**config.mk**
```make
export PLATFORM = sky130hd
export DESIGN_NAME = sipo_load_controller
export DESIGN_NICKNAME = d
export VERILOG_FILES = /design/src/rtl/sipo_pkg.sv /design/src/rtl/sipo_bit_counter.sv /design/src/rtl/sipo_load_controller.sv
export SDC_FILE = /design/constraint.sdc
export NUM_CORES = 1
export LEC_CHECK = 0
export ABC_AREA = 0
export CAP_MARGIN = 10
export CORE_MARGIN = 4
export CORE_UTILIZATION = 48
export DETAILED_ROUTE_END_ITERATION = 6
export PLACE_DENSITY = 0.92
export SLEW_MARGIN = 15
export SYNTH_ARGS = -nofsm -noshare
export SYNTH_HDL_FRONTEND = slang
export SYNTH_SLANG_ARGS = --single-unit
```
**constraint.sdc**
```tcl
create_clock -name clk -period 2.5 [get_ports clk]
set_input_delay 0.5 -clock clk [delete_from_list [all_inputs] [get_ports clk]]
set_output_delay 0.5 -clock clk [all_outputs]
set_load 0.02 [all_outputs]
```
**src/rtl/sipo_pkg.sv**
```systemverilog
// Shared types and defaults for the SIPO load controller and its bit counter.
package sipo_pkg;

  localparam int unsigned SIPO_SIZE = 256;
  localparam int unsigned CNT_W     = $clog2(SIPO_SIZE + 1);

  typedef enum logic [1:0] {
    ST_IDLE  = 2'd0,
    ST_CLEAR = 2'd1,
    ST_FILL  = 2'd2,
    ST_FULL  = 2'd3
  } sipo_state_e;

endpackage

```
**src/rtl/sipo_bit_counter.sv**
```systemverilog
// Bit counter for the SIPO loader: synchronous load-zero, increment, and flags at
// SIZE-1 (next transfer completes the word) and SIZE (word complete).
module sipo_bit_counter
  import sipo_pkg::*;
#(
  parameter int unsigned SIZE = SIPO_SIZE,
  parameter int unsigned W    = CNT_W
) (
  input  logic         clk,
  input  logic         rst_n,
  input  logic         clr_i,
  input  logic         inc_i,
  output logic [W-1:0] count_o,
  output logic         last_o,
  output logic         tc_o
);

  logic [W-1:0] count_q;
  logic [W-1:0] count_d;

  assign tc_o    = (count_q == W'(SIZE));
  assign last_o  = (count_q == W'(SIZE - 1));
  assign count_o = count_q;

  // Saturates at SIZE so a stray increment can never wrap the count.
  always_comb begin
    count_d = count_q;
    if (clr_i) begin
      count_d = '0;
    end else if (inc_i && !tc_o) begin
      count_d = count_q + W'(1);
    end
  end

  always_ff @(posedge clk or negedge rst_n) begin
    if (!rst_n) begin
      count_q <= '0;
    end else begin
      count_q <= count_d;
    end
  end

endmodule

```
**src/rtl/sipo_load_controller.sv**
```systemverilog
// Loads SIZE serial bits into an external SIPO register via clear/shift commands.
// Optional FILL idle timeout is built only when SIPO_LOAD_CONTROLLER_TIMEOUT_EN is defined.
module sipo_load_controller
  import sipo_pkg::*;
#(
  parameter int unsigned SIZE    = SIPO_SIZE,
  parameter int unsigned TIMEOUT = 1024
) (
  input  logic                      clk,
  input  logic                      reset,
  input  logic                      start,
  input  logic                      abort,
  input  logic                      s_valid,
  input  logic                      s_bit,
  output logic                      s_ready,
  output logic                      sr_clear,
  output logic                      sr_shift,
  output logic                      sr_s_in,
  output logic                      word_valid,
  input  logic                      word_ready,
  output logic [$clog2(SIZE+1)-1:0] bit_count,
  output logic                      timeout,
  output sipo_state_e               dbg_state
);

  localparam int unsigned CW = $clog2(SIZE + 1);

  sipo_state_e state_q;
  sipo_state_e state_d;
  logic        transfer;
  logic        cnt_clr;
  logic        cnt_last;
  logic        cnt_tc;
  logic        idle_expired;

  assign dbg_state = state_q;
  assign sr_s_in   = s_bit;

  sipo_bit_counter #(
    .SIZE (SIZE),
    .W    (CW)
  ) u_bit_counter (
    .clk     (clk),
    .rst_n   (reset),
    .clr_i   (cnt_clr),
    .inc_i   (transfer),
    .count_o (bit_count),
    .last_o  (cnt_last),
    .tc_o    (cnt_tc)
  );

`ifdef SIPO_LOAD_CONTROLLER_TIMEOUT_EN
  localparam int unsigned IW = $clog2(TIMEOUT + 1);

  logic [IW-1:0] idle_q;
  logic [IW-1:0] idle_d;

  // Abort outranks the timeout, so an aborting cycle never reports expiry.
  assign idle_expired = (state_q == ST_FILL) && !abort && !s_valid &&
                        (idle_q == IW'(TIMEOUT - 1));
  assign timeout      = idle_expired;

  always_comb begin
    idle_d = '0;
    if ((state_q == ST_FILL) && !s_valid && !abort && !idle_expired) begin
      idle_d = idle_q + IW'(1);
    end
  end

  always_ff @(posedge clk or negedge reset) begin
    if (!reset) begin
      idle_q <= '0;
    end else begin
      idle_q <= idle_d;
    end
  end
`else
  assign idle_expired = 1'b0;
  assign timeout      = 1'b0;
`endif

  always_ff @(posedge clk or negedge reset) begin
    if (!reset) begin
      state_q <= ST_IDLE;
    end else begin
      state_q <= state_d;
    end
  end

  always_comb begin
    state_d = state_q;
    unique case (state_q)
      ST_IDLE:  if (start) state_d = ST_CLEAR;
      ST_CLEAR: state_d = ST_FILL;
      ST_FILL: begin
        if (abort) begin
          state_d = ST_IDLE;
        end else if (transfer && cnt_last) begin
          state_d = ST_FULL;
        end else if (idle_expired) begin
          state_d = ST_IDLE;
        end
      end
      ST_FULL: begin
        if (word_ready) begin
          state_d = start ? ST_CLEAR : ST_IDLE;
        end
      end
      default: state_d = ST_IDLE;
    endcase
  end

  // Valid/ready: a bit moves exactly in a cycle where s_valid && s_ready; s_ready is
  // high only in FILL without abort and without a completed word, so sr_clear and
  // sr_shift can never coincide.
  always_comb begin
    s_ready    = 1'b0;
    sr_clear   = 1'b0;
    word_valid = 1'b0;
    cnt_clr    = 1'b0;
    unique case (state_q)
      ST_CLEAR: begin
        sr_clear = 1'b1;
        cnt_clr  = 1'b1;
      end
      ST_FILL: begin
        s_ready = !abort && !cnt_tc;
        cnt_clr = abort || idle_expired;
      end
      ST_FULL:  word_valid = 1'b1;
      default:  ;
    endcase
    transfer = s_ready && s_valid;
    sr_shift = transfer;
  end

endmodule
```
# Yosys cells after proc, flatten, opt, wreduce, memory -nomap -nowiden
# Index checks and enable logic that the tools add are counted.
# W data, S select, Z words.
totals:
  register_bits: 11
  inputBits: 7
  out_inout_bits: 17
classes:
  add_sub_neg: 1
  eq_ne: 8
  muxes: 12
  n_reduce_logical: 9
op_table:
  columns: ["cell", "n"]
  rows:
  - ["$mux W9", 2]
  - ["$add A9 B1 Y9 const B", 1]
  - ["$eq A9 B8 Y1 const B", 1]
  - ["$eq A9 B9 Y1 const B", 1]
  - ["$mux W2", 4]
  - ["$pmux W2 S4", 1]
  - ["$eq A2 B2 Y1 const B", 2]
  - ["$logic_and A1 B1 Y1", 4]
  - ["$mux W1", 4]
  - ["$ne A2 B2 Y1 const B", 2]
  - ["$ne A3 B3 Y1 const B", 1]
  - ["$reduce_and A3 Y1", 1]
  - ["$eq A2 B1 Y1 const B", 1]
  - ["$logic_not A1 Y1", 2]
  - ["$logic_not A2 Y1", 1]
  - ["$pmux W1 S2", 1]
  - ["$reduce_bool A2 Y1", 1]

# Depth between registers and ports, before layout
# Gate-level depths: netlist of the first run.
logic_depth:
  ltp_word: 9
  depth_mapped: 6
  ltp_nobuf: 6

# Cells and area by module
# A second synthesis of the first run with hierarchy kept.
unflattened:
  hier_cells: 79
  area_unflattened_um2: 753.2
by_module_without_submodules:
  columns: ["module", "instances", "cells_per_inst", "area_per_inst_um2", "seq_area_each_um2"]
  rows:
  - ["sipo_bit_counter", 1, 53, 511.7, 225.2]
  - ["sipo_load_controller", 1, 26, 241.5, 50.0]

# Least setup slack after synthesis of the first run
# OpenSTA, ideal clock, no wires.
synth_path:
  path_kind: "register -> output"
  start: "register u_bit_counter.count_q[0] (netlist: u_bit_counter.count_o[0])"
  end: "output s_ready"
  arrival_ps: 1322
  required_time_ps: 2000
  setup_slack_ps: 678
  stages_incl_launch_ff: 6
  path_buffers: 0
  path_cell_list: "dfrtp_1 -> inv_1 -> ha_1 -> nor4b_4 -> nand2_1 -> and3_2"
synth_via:
  elab_chain_len: 4
synth_lines:
  columns: ["item", "line_no", "source"]
  rows:
  - ["start, declared", "sipo_bit_counter.sv:18", "logic [W-1:0] count_q;"]
  - ["start signal, assigned", "sipo_bit_counter.sv:39", "count_q <= count_d;"]
  - ["$eq A9 B9 Y1", "sipo_bit_counter.sv:21", "assign tc_o = (count_q == W'(SIZE));"]
  - ["$logic_not A1 Y1", "sipo_load_controller.sv:127", "s_ready = !abort && !cnt_tc;"]
  - ["$logic_and A1 B1 Y1", "sipo_load_controller.sv:127", null]
  - ["$mux W1", "sipo_load_controller.sv:121", "unique case (state_q)"]
  - ["end, declared", "sipo_load_controller.sv:15", "output logic s_ready,"]
# Every way passes these cells.

# Worst setup path after layout of the first run
# Same ends and word-level chain as after synthesis.

==> results of run 1 <==
==> cell usage after synthesis <==
cell type	n	area [um^2]
a211oi_1	2	15.01
a21oi_1	4	20.02
a21oi_4	1	16.27
a221oi_1	1	8.760
a222oi_1	1	10.01
a22oi_1	2	15.01
a311oi_1	1	8.760
and3_2	1	7.510
buf_4	2	15.01
clkbuf_1	1	3.750
clkinvlp_2	1	5.000
conb_1	1	3.750
dfrtp_1	11	275.3
ha_1	8	100.1
inv_1	8	30.03
mux2i_1	1	10.01
nand2_1	3	11.26
nand3_1	4	20.02
nand3b_4	1	20.02
nand4_1	2	12.51
nor2_1	9	33.78
nor2b_1	1	6.260
nor3_1	3	15.01
nor4b_4	2	47.55
o21ai_0	2	10.01
or3_1	2	12.51
xnor2_1	5	43.79
==> placed cells by master, fill, tap and decap left out, drive strengths merged, types with 3 or more instances in the layout <==
master / count
nand3: 4
clkdlybuf4s50: 18
xnor2: 5
inv: 8
ha: 8
dfrtp: 11
clkbuf: 4
buf: 4
nand2: 3
a21oi: 5
nor3: 3
nor2: 9
==> layout make-up <==
| type | instances | area [um^2] | area share (%) |
|---|---|---|---|
| Sequential cell | 11 | 275.3 | 26.67 |
| Tap cell | 16 | 20.02 | 1.939 |
| Multi-Input combinational cell | 57 | 447.9 | 43.39 |
| Inverter | 9 | 35.03 | 3.394 |
| Timing Repair Buffer | 24 | 227.7 | 22.06 |
| Clock buffer | 4 | 26.28 | 2.545 |
==> kinds of logic after synthesis <==
group	after synthesis	share of synthesized area (%)
buffers and inverters	12	6.923
adder cells (fa/ha/maj)	8	12.88
AND/OR/NAND/NOR	28	23.99
other	1	0.4826
XOR/XNOR	5	5.636
AO/OA/AOI/OAI	14	13.37
multiplexers	1	1.288
flip-flops	11	35.43
==> state kept, by name (all words and copies together), names as in the netlist <==
name                   count
dbg_state                  2
u_bit_counter.count_o      9
==> metrics by stage <==
stage                     hold slack [ps]  instances  cell area [um^2]  setup slack, ps  util (%)
final                               555.1        121              1032            210.3     67.73
after global placement              582.9        117              1008            123.8     66.17
after global routing                570.8        121              1032            83.36     67.73
after detailed placement            587.5        117              1008            110.6     66.17
after floorplan                     204.4         80             777.0            678.2         -
after CTS                           569.8        121              1032            195.9     67.73
==> metal layers <==
layer | vias to the layer above | track usage (%) | routed length, um
li1 | 324 | - | -
met1 | 320 | 23.13 | 716
met2 | 21 | 27.34 | 886
met3 | 3 | 8.118 | 97
met4 | 0 | 3.226 | 6
met5 | - | 0 | 0
==> power by group through the flow <==
stage / clock, W / sequential, W / combinational [W]
floorplan: 0 / 0.000291 / 0.000284
global placement: 0 / 0.000261 / 0.000487
detailed placement: 0 / 0.000263 / 0.000501
CTS: 0.000124 / 0.000260 / 0.000500
global route: 0.000137 / 0.000266 / 0.000541
finish: 0.000120 / 0.000259 / 0.000496
==> how the worst max path moves through the flow <==
stage,start,end,depth (start not counted)
6_report,u_bit_counter.count_o[0],s_ready,6
5_1_grt,u_bit_counter.count_o[0],s_ready,6
4_1_cts,u_bit_counter.count_o[0],s_ready,6
3_5_place_dp,s_valid,sr_shift,4
3_3_place_gp,s_valid,sr_shift,4
2_1_floorplan,u_bit_counter.count_o[0],s_ready,5
==> results.cfg, run 1 <==
[run_status]
outcome = complete, no violations

[power]
switching_share_pct = 42.16
combinationalPowerShare_pct = 56.7
pwr-share-clk_pct = 13.7
switchingPower_w = 0.0003687
p_int_w = 0.0005057
ir_worst_vdd_uv = 569.6
p_per_area_mw_per_mm2 = 847.1
p_leak_nw = 0.4585
total_power_w = 0.0008744
seq_power_share_pct = 29.6

[floorplanning]
io_pins = 24
num_rows = 14
initial_core_util_pct = 50.99
die_w_um = 48.24
die_area_mm2 = 0.002327
core_area_mm2 = 0.001524
chipHeight_um = 48.24

[finish]
drive_gt1_share_pct = 12.38
diodes = 0
final_nets = 121
area_growth_syn_to_layout_pct = 32.85
fill_cells = 119

[yosys]
netlist_area_um2 = 777.0
ys_seq_elements = 11
synth_area_per_cell_um2 = 9.712
syn_nets = 95
synthCells = 80
yosys_warnings = 0
synth_cell_type_count = 27
ys_seq_area_share_pct = 35.43

[critical_path]
crit_arrival_ps = 1790
crit_slowest_cell = dfrtp_1
reg2reg_from = dbg_state[0]
regToRegEndpoint = dbg_state[1]
worstPathMaxFanout = 5
critPathKind = reg -> out
startpoint_type = flop
r2r_slack_ps = 650
ff2ff_path_depth = 5
crit_path_max_incr_delay_ps = 430
cp.required_ps = 2000
path_cells = inv_1 -> ha_1 -> nor4b_4 -> nand2_1 -> and3_2 -> dlygate4sd2_1
cp-end-kind = primary output
cp_top_family = simple AND/OR/NAND/NOR gates
cp.buffers_inverters = 2

[sta]
slew_headroom_pct = 60.75
timing.setup.tns_ps = 0
finalCritPeriodShare_pct = 91.59
clock_skew_ps = 0.9152
max_freq_mhz = 436.7
min_period_ps = 2290
setup_violations = 0
tightest_slew_ps = 587.5
finalHoldViolCount = 0
drv_slew = 0
grt_setup_unrepaired = no

[clock_tree]
clock_latency_ps = 270
cts_buffers = 3
clock-sinks = 11
cts-htree-levels = 1
path_clk_slew_ps = 60
hold_buffers = 0
clk_path_buf_depth = 2
cts_resized = 2
cts_root_buffer = clkbuf_4
postCtsSetupRepairBufs = 0
tritoncts = done

[detailed_routing]
drt-vias-per-instance = 5.521
wl_um = 1706
drc = 0
wl_per_cell_um = 14.10
drt-initial-drc-count = 9
via_count = 668
dr.pass1.iters = 4
ant_nets = 0

[grt]
grt_start_max_net_pins = 12
grt_pass1_wl_um = 2863
grt.overflow.total = 0
antenna_found_initial = 0
grt_pass1_vias = 663
grt_usage_pct = 17.78

[placement]
io_buffers = 20
gp_congestion = 0.7856
hpwl_um = 1359

[hold_path]
hp-class = in -> async

[job]
cap_violations = 0
(Power assumes the default switching activity.)
==> run 2: changes to the inputs <==
--- a/config.mk
+++ b/config.mk
@@ -10,6 +10,7 @@
 export CORE_MARGIN = 4
 export CORE_UTILIZATION = 48
 export DETAILED_ROUTE_END_ITERATION = 6
+export GPL_TIMING_DRIVEN = 0
 export PLACE_DENSITY = 0.92
 export SLEW_MARGIN = 15
 export SYNTH_ARGS = -nofsm -noshare
==> run 2 against run 1 <==
Effect of this change:
- via count up 1.3%
- hold slack better by 3.4 ps
- first-iteration DRC count up 130%
- sequential share of layout area decreased by 0.064 points
- register-to-register slack is essentially flat
- sequential cell count is the same
- combinational power grew 2%
- clock power increased by 3%
- critical path depth did not move
- count of clock-buffer cells in the layout is the same
- global-route usage is 0.59 points higher
- largest cell class unchanged
- highest routed layer unchanged
==> results.cfg, run 2 (synthesis results as in run 1) <==
[clock_tree]
cts_buffers = 3
cts_root_buffer = clkbuf_4
cts-htree-levels = 1
hold_buffers = 0
tritoncts = done
clk_path_buf_depth = 2
clock_latency_ps = 280
path_clk_slew_ps = 70
clock-sinks = 11

[sta]
min_period_ps = 2337
slew_headroom_pct = 62.49
fin_ws_ps = 162.5
finalHoldViolCount = 0
hold_ws_ps = 558.4
drv_slew = 0
finalCritPeriodShare_pct = 93.50
timing.setup.tns_ps = 0
setup_violations = 0
grt_setup_unrepaired = no
clock_skew_ps = 2.937
max_freq_mhz = 427.8
tightest_slew_ps = 562.6

[placement]
placed_cells = 117
place_area_mm2 = 0.001007
gp_congestion = 0.7961
post-place-ws_ps = -60.73
io_buffers = 21
hpwl_um = 1355

[detailed_routing]
wl_per_cell_um = 15.21
wl_um = 1856
drt-initial-drc-count = 21
ant_nets = 0
drt-vias-per-instance = 5.549
via_count = 677
drc = 0
dr.pass1.iters = 6

[critical_path]
path_cells = inv_1 -> ha_1 -> nor4b_4 -> nand2_1 -> and3_2 -> dlygate4sd2_1
worstPathMaxFanout = 5
critPathKind = reg -> out
regToRegEndpoint = dbg_state[1]
crit_arrival_ps = 1840
crit_slowest_cell = dfrtp_1
cp.required_ps = 2000
cp-end-kind = primary output
crit_path_max_incr_delay_ps = 430
r2r_slack_ps = 660
startpoint_type = flop
reg2reg_from = dbg_state[0]
ff2ff_path_depth = 5

[power]
p_per_area_mw_per_mm2 = 858.5
p_leak_nw = 0.4556
ir_worst_vdd_uv = 581.0

[grt]
grt_pass1_wl_um = 2815
grt_usage_pct = 18.37
antenna_found_initial = 0
grt.overflow.total = 0
grt_start_max_net_pins = 12
grt_pass1_vias = 626

[finish]
finalInstanceArea_mm2 = 0.001035
mostFrequentLayoutCell = clkdlybuf4s50_1
largest_register_ffs = 9
layout.cells.non_filler = 122
area_growth_syn_to_layout_pct = 33.17
final_cell_mix = 19 x clkdlybuf4s50_1, 11 x dfrtp_1, 9 x nor2_1, 8 x inv_1, 8 x ha_1
drive_gt1_share_pct = 12.26
fill_cells = 116
diodes = 0
final_nets = 122

[floorplanning]
core_area_mm2 = 0.001524
num_rows = 14
initial_core_util_pct = 50.99
io_pins = 24
die_area_mm2 = 0.002327
chipHeight_um = 48.24
die_w_um = 48.24

[run_status]
outcome = complete, no violations

[hold_path]
hp-class = in -> async

[job]
cap_violations = 0
## run 2: changes by cell type in the layout (fill, tap and decap cells not counted), sizes merged
cell,before,now
clkdlybuf4s50,18,19
buf,4,3
dlygate4sd2,2,1
clkbuf,4,6
## run 2: layout make-up
type	instances	area (um^2)	area share [%]
buffer	3	18.77	1.814
clock buffer	4	26.28	2.539
inverter	9	35.03	3.386
multi-input combinational	57	447.9	43.29
sequential	11	275.3	26.60
tap	16	20.02	1.935
timing repair buffer	22	211.5	20.44
## run 2: timing repair
item                       4_1_cts  5_1_grt
setup endpoints to repair        2        2
gates resized for setup          2        2
cloned                           0        0
buffers inserted                 0        1
## run 2: through the flow
| step | power, W | utilization (%) |
|---|---|---|
| 2_1_floorplan | 0.0005742 | - |
| 3_3_place_gp | 0.0007322 | 66.09 |
| 6_report | 0.0008884 | 67.90 |
| 4_1_cts | 0.0008786 | 67.65 |
| 3_5_place_dp | 0.0007555 | 66.09 |
| 5_1_grt | 0.0009563 | 67.90 |
## run 2: power by group
group | switching, W | total [W] | internal (W) | leakage [nW]
clock | 0.0000618 | 0.000124 | 0.0000620 | 0.0150
combinational | 0.000273 | 0.000504 | 0.000231 | 0.292
sequential | 0.0000498 | 0.000261 | 0.000211 | 0.148
## run 2: worst max-delay path by stage
stage,start,end,slack [ps]
floorplan,u_bit_counter.count_o[0],s_ready,680
global placement,s_valid,sr_shift,-60
detailed placement,s_valid,sr_shift,-60
CTS,dbg_state[0],sr_shift,100
global route,u_bit_counter.count_o[0],s_ready,50
finish,u_bit_counter.count_o[0],s_ready,160
## run 2: routing by layer
metal	part of all wire (%)	GRT usage, %	vias to the layer above	wire length [um]
li1	-	-	330	-
met1	40	21.27	321	745
met2	52	27.86	21	970
met3	5.4	7.749	5	100
met4	2.2	11.29	0	40
met5	0	0	-	0
## run 2: worst max-delay path, delay by kind of cell, from the launching register on
family	cells	cell delay (ps)
AND/OR/NAND/NOR	3	590
flip-flops	1	430
buffers and inverters	2	400
adder cells (fa/ha/maj)	1	140
